--- src/rtl/sr_pkg.sv ---
// Shared types, limits and next-state rule for the SR flip-flop bank.
package sr_pkg;

    // Policy applied when set and reset are both requested in the same enabled cycle
    typedef enum logic [1:0] {
        SR_RST_DOM = 2'd0,
        SR_SET_DOM = 2'd1,
        SR_HOLD    = 2'd2,
        SR_TOGGLE  = 2'd3
    } sr_mode_e;

    localparam int unsigned SR_N_MIN     = 1;
    localparam int unsigned SR_N_MAX     = 64;
    localparam int unsigned SR_CNT_W_MIN = 2;
    localparam int unsigned SR_CNT_W_MAX = 16;

    // Next value of one channel given its current state and its set/reset requests
    function automatic logic sr_next(input logic q, input logic s, input logic r,
                                     input sr_mode_e mode);
        logic nxt;
        nxt = q;
        unique case ({s, r})
            2'b00: nxt = q;
            2'b10: nxt = 1'b1;
            2'b01: nxt = 1'b0;
            2'b11: begin
                unique case (mode)
                    SR_RST_DOM: nxt = 1'b0;
                    SR_SET_DOM: nxt = 1'b1;
                    SR_HOLD:    nxt = q;
                    SR_TOGGLE:  nxt = ~q;
                    default:    nxt = q;
                endcase
            end
            default: nxt = q;
        endcase
        return nxt;
    endfunction

endpackage

--- src/rtl/sr_cell.sv ---
// One SR channel: the state flop, its next-state logic and registered edge pulses.
module sr_cell
    import sr_pkg::*;
#(
    parameter sr_mode_e MODE = SR_RST_DOM
) (
    input  logic clk,
    input  logic rst,
    input  logic en,
    input  logic s,
    input  logic r,
    output logic q,
    output logic rise,
    output logic fall
);

    logic q_q;
    logic q_d;
    logic rise_q;
    logic fall_q;

    // Requests only take effect while the bank is enabled; otherwise the channel holds
    always_comb begin
        q_d = q_q;
        if (en) begin
            q_d = sr_next(q_q, s, r, MODE);
        end
    end

    // State flop plus pulses marking a change of state on this edge; reset clears all
    always_ff @(posedge clk or posedge rst) begin
        if (rst) begin
            q_q    <= 1'b0;
            rise_q <= 1'b0;
            fall_q <= 1'b0;
        end else begin
            q_q    <= q_d;
            rise_q <= ~q_q & q_d;
            fall_q <= q_q & ~q_d;
        end
    end

    assign q    = q_q;
    assign rise = rise_q;
    assign fall = fall_q;

endmodule

--- src/rtl/sr_flop_bank.sv ---
// Bank of N independent SR flip-flops sharing one enable, with conflict detection.
// Define SR_FLOP_BANK_CONFLICT_CNT_EN to add the saturating conflict_cnt output.
module sr_flop_bank
    import sr_pkg::*;
#(
    parameter int unsigned N     = 8,
    parameter int unsigned MODE  = 0,
    parameter int unsigned CNT_W = 8
) (
    input  logic             clk,
    input  logic             rst,
    input  logic             en,
    input  logic [N-1:0]     s,
    input  logic [N-1:0]     r,
    output logic [N-1:0]     q,
    output logic [N-1:0]     qn,
    output logic [N-1:0]     rise,
    output logic [N-1:0]     fall,
`ifdef SR_FLOP_BANK_CONFLICT_CNT_EN
    output logic [CNT_W-1:0] conflict_cnt,
`endif
    output logic             conflict
);

    // Out-of-range parameters are rejected while elaborating
    if (MODE > 3) begin : g_bad_mode
        $error("sr_flop_bank: MODE must be 0..3");
    end
    if (N < SR_N_MIN || N > SR_N_MAX) begin : g_bad_n
        $error("sr_flop_bank: N must be 1..64");
    end
    if (CNT_W < SR_CNT_W_MIN || CNT_W > SR_CNT_W_MAX) begin : g_bad_cnt_w
        $error("sr_flop_bank: CNT_W must be 2..16");
    end

    localparam logic [1:0] MODE_BITS = MODE[1:0];
    localparam sr_mode_e   CELL_MODE = sr_mode_e'(MODE_BITS);

    logic conflict_q;
    logic conflict_d;

    for (genvar i = 0; i < N; i++) begin : g_cell
        sr_cell #(
            .MODE (CELL_MODE)
        ) u_cell (
            .clk  (clk),
            .rst  (rst),
            .en   (en),
            .s    (s[i]),
            .r    (r[i]),
            .q    (q[i]),
            .rise (rise[i]),
            .fall (fall[i])
        );
    end

    assign qn = ~q;

    // Any enabled channel asking for set and reset at once counts as a conflict
    always_comb begin
        conflict_d = en & (|(s & r));
    end

    // Conflict flag is registered so it lines up with the q update it describes
    always_ff @(posedge clk or posedge rst) begin
        if (rst) begin
            conflict_q <= 1'b0;
        end else begin
            conflict_q <= conflict_d;
        end
    end

    assign conflict = conflict_q;

`ifdef SR_FLOP_BANK_CONFLICT_CNT_EN
    localparam logic [CNT_W-1:0] CNT_MAX = {CNT_W{1'b1}};

    logic [CNT_W-1:0] cnt_q;
    logic [CNT_W-1:0] cnt_d;

    // One increment per flagged cycle, sticking at full scale
    always_comb begin
        cnt_d = cnt_q;
        if (conflict_q && (cnt_q != CNT_MAX)) begin
            cnt_d = cnt_q + 1'b1;
        end
    end

    // Counter only clears on reset
    always_ff @(posedge clk or posedge rst) begin
        if (rst) begin
            cnt_q <= '0;
        end else begin
            cnt_q <= cnt_d;
        end
    end

    assign conflict_cnt = cnt_q;
`endif

endmodule
--- config.mk ---
export PLATFORM = sky130hd
export DESIGN_NAME = sr_flop_bank
export DESIGN_NICKNAME = d
export VERILOG_FILES = /design/src/rtl/sr_pkg.sv /design/src/rtl/sr_cell.sv /design/src/rtl/sr_flop_bank.sv
export SDC_FILE = /design/constraint.sdc
export NUM_CORES = 1
export LEC_CHECK = 0
export CAP_MARGIN = 40
export CORE_ASPECT_RATIO = 0.5
export CORE_MARGIN = 3
export CORE_UTILIZATION = 44
export CTS_CLUSTER_SIZE = 30
export DETAILED_ROUTE_END_ITERATION = 12
export PLACE_DENSITY = 0.81
export SLEW_MARGIN = 0
export SYNTH_ARGS = -nofsm -noshare
export SYNTH_HDL_FRONTEND = slang
export SYNTH_SLANG_ARGS = --single-unit
--- constraint.sdc ---
create_clock -name clk -period 1.3 [get_ports clk]
set_input_delay 0.39 -clock clk [delete_from_list [all_inputs] [get_ports clk]]
set_output_delay 0.39 -clock clk [all_outputs]
set_load 0.01 [all_outputs]
==> out/metrics.yaml <==
ys_types: 12
postSynthNetCount: 118
power_per_cell_area_nw_per_um2: 1090
grt_start_max_net_pins: 26
cts_htree_levels: 1
critPathCaptureType: "output port"
synth.most_common_cell: "dfrtp_1"
run_status: "complete, no violations"
hold_path.class: "in2async"
die_width_um: 78.1
place.gp.congestion: 0.718
number_of_setup_violations_in_the_final_report: 0
clock_insertion_delay_worst_skew_ns: 0.27
row_count: 12
count_of_flip_flops_with_a_built_in_enable_after_synthesis: 0
rsz_0062_raised_after_global_routing: "yes"
cts_buffers: 3
worstPathMaxFanout: 2
routed_via_density: 4.58
area_leader_netlist: "dfrtp_1"
initial_standard_cell_utilization_of_the_core_pct: 48.8
dp_hpwl_um: 1890
io_buffers: 51
power.share.sequential_pct: 48.0
clk_pin_slew_worst_paths_ns: 0.09
finalClockSkew_ns: 0.00541
internal_power_mw: 1.33
grt_pass1_wl_um: 4190
fillCellCount: 182
grt_pass1_vias: 937
irDropWorstVdd_uv: 725
switching_share_pct: 27.3
required_time_of_the_critical_path_ns: 0.91
area_share_of_the_largest_cell_type_after_synthesis_pct: 54.7
drt-pass1-iter-count: 4
gr-usage-all-layers_pct: 16.4
asyncSetResetFlopFracSynth_pct: 100
critical_path.startpoint_type: "flop"
ys_dominant_reg_cell: "dfrtp_1"
growth_of_design_area_from_synthesis_to_finish_pct: 46.6
clk_root_buffer_cell: "clkbuf_8"
power.net_switching_uw: 500
clock_sink_count: 25
tritoncts_clock_tree: "yes"
routed_wl_um: 2460
synthesis.area_um2: 1140
globalRouteOverflowTotal: 0
synth_sequential_area_ratio_pct: 54.7
finalHoldWorstSlack_ns: 0.451
remaining_drc_errors: 0
final_net_count: 174
layout_min_cycle_time_ns: 1.30
tightestPinTransition_ns: 0.238
postRouteAntennaNets: 0
yosys_warnings: 0
layout-drive-gt1-share_pct: 38.3
leakage_nw: 0.838
n_antenna_cell: 0
vias: 866
first_iter_violations: 22
antenna_found_initial: 0
avgRoutedWirePerCell_um: 13.0
worst_slew_margin_rel_pct: 84.1
number_of_buffers_added_to_fix_hold_violations_after_cts: 0
netlist_instances: 99
cts_max_path_buffers: 2
numPlacedInstances: 180
slew_violations: 0
maxCapViolations: 0
syn_avg_cell_area_um2: 11.6
timing.setup.tns_ns: 0
finalNonFillerCells: 189
clkPwrFrac_pct: 24.6
p_comb_share_pct: 27.3
number_of_placed_i_o_pins: 52
final_hold_fails: 0
critPathKind: "reg2out"
design.core.area_um2: 2340
die-area_um2: 3280
arrival_ns: 0.91
fp.dieH_um: 42.1
synth_register_bits: 25
min_period_over_period_pct: 100
maxClockFrequency_mhz: 769
synth.top_cells.by_count: "25 x dfrtp_1, 24 x buf_4, 11 x a21oi_1, 10 x inv_1, 8 x and3_1"
yosys-top-cells-area: "dfrtp_1 55%, buf_4 16%, a211oi_2 5.5%, a21oi_1 4.8%, and3_1 4.4%"
## stage by stage
stage | instance area, um^2 | total power [mW] | utilization (%) | setup WS, ns
2_1_floorplan | 1140 | 1.17 | - | 0.360
3_3_place_gp | 1670 | 1.43 | 71.2 | -0.134
3_5_place_dp | 1670 | 1.45 | 71.2 | -0.168
4_1_cts | 1700 | 1.86 | 72.5 | -0.0107
5_1_grt | 1680 | 1.94 | 71.6 | -0.0486
6_report | 1680 | 1.83 | 71.6 | 0.000203
## critical path, cell delays in order, from the launching register on
cell	delay [ns]
dfrtp_1	0.39
buf_6	0.12
inv_2	0.04
buf_6	0.09
## state kept, by name, indices dropped and copies added, names as in the netlist
register	count
conflict	1
g_cell.u_cell.q	8
g_cell.u_cell.rise	8
g_cell.u_cell.fall	8
## layer usage
metal	part of all wire (%)	routed length, um	GRT usage, %	up-vias
met2	55	1350	31.0	25
met5	0	0	0	-
li1	-	-	-	423
met3	4.6	113	4.51	6
met4	2.4	59	5.57	0
met1	38	936	17.9	412
## final cells by class
type | count | area [um^2] | share of cell area, %
repair buffers | 78 | 651 | 38.8
flip-flops and latches | 25 | 626 | 37.3
multi-input cells | 37 | 273 | 16.3
well taps | 35 | 43.8 | 2.61
clock buffers | 3 | 41.3 | 2.46
inverters | 10 | 37.5 | 2.24
clock inverters | 1 | 5.00 | 0.299
## placed cells by master (no fill, tap or decap)
master,count
a41oi_1,1
clkinv_2,1
a211oi_2,5
buf_6,2
a211oi_1,3
a21oi_2,5
buf_4,25
inv_1,9
clkdlybuf4s15_1,16
a21oi_1,11
clkbuf_2,4
buf_2,12
a22oi_1,4
dfrtp_1,25
buf_12,1
clkbuf_8,3
clkdlybuf4s50_1,18
inv_2,1
and3_1,8
## power groups by stage
stage,clock (mW),sequential [mW],combinational (mW)
floorplan,0,0.905,0.268
global placement,0,0.899,0.529
detailed placement,0,0.902,0.545
CTS,0.467,0.881,0.514
global route,0.502,0.891,0.544
finish,0.452,0.880,0.501
## timing repair
item / 4_1_cts / 5_1_grt
endpoints found under the setup margin: 33 / 11
resized for setup: 90 / 9
setup buffers: 5 / 0
## path summary, 6_finish.rpt
check	depth (start not counted)	startpoint	end	slack, ns
worst max-delay path	3	g_cell[7].u_cell.q	qn[7]	0.0002
max in group asynchronous	3	rst	g_cell[6].u_cell.rise	0.70
worst max register to register	5	g_cell[7].u_cell.q	g_cell[7].u_cell.rise	0.18
worst min-delay path	3	rst	conflict	0.45
min in group clk	2	g_cell[2].u_cell.q	g_cell[2].u_cell.rise	0.56
worst min register to register	2	g_cell[2].u_cell.q	g_cell[2].u_cell.rise	0.56
## logic make-up (layout without fill, tap and decap cells)
family,after synthesis,count (layout),share of synthesized area (%)
buffers and inverters,37,92,21.4
AO/OA/AOI/OAI,29,29,19.5
flip-flops,25,25,54.7
AND/OR/NAND/NOR,8,8,4.38
No activity file was read; power rests on OpenSTA's default activity.
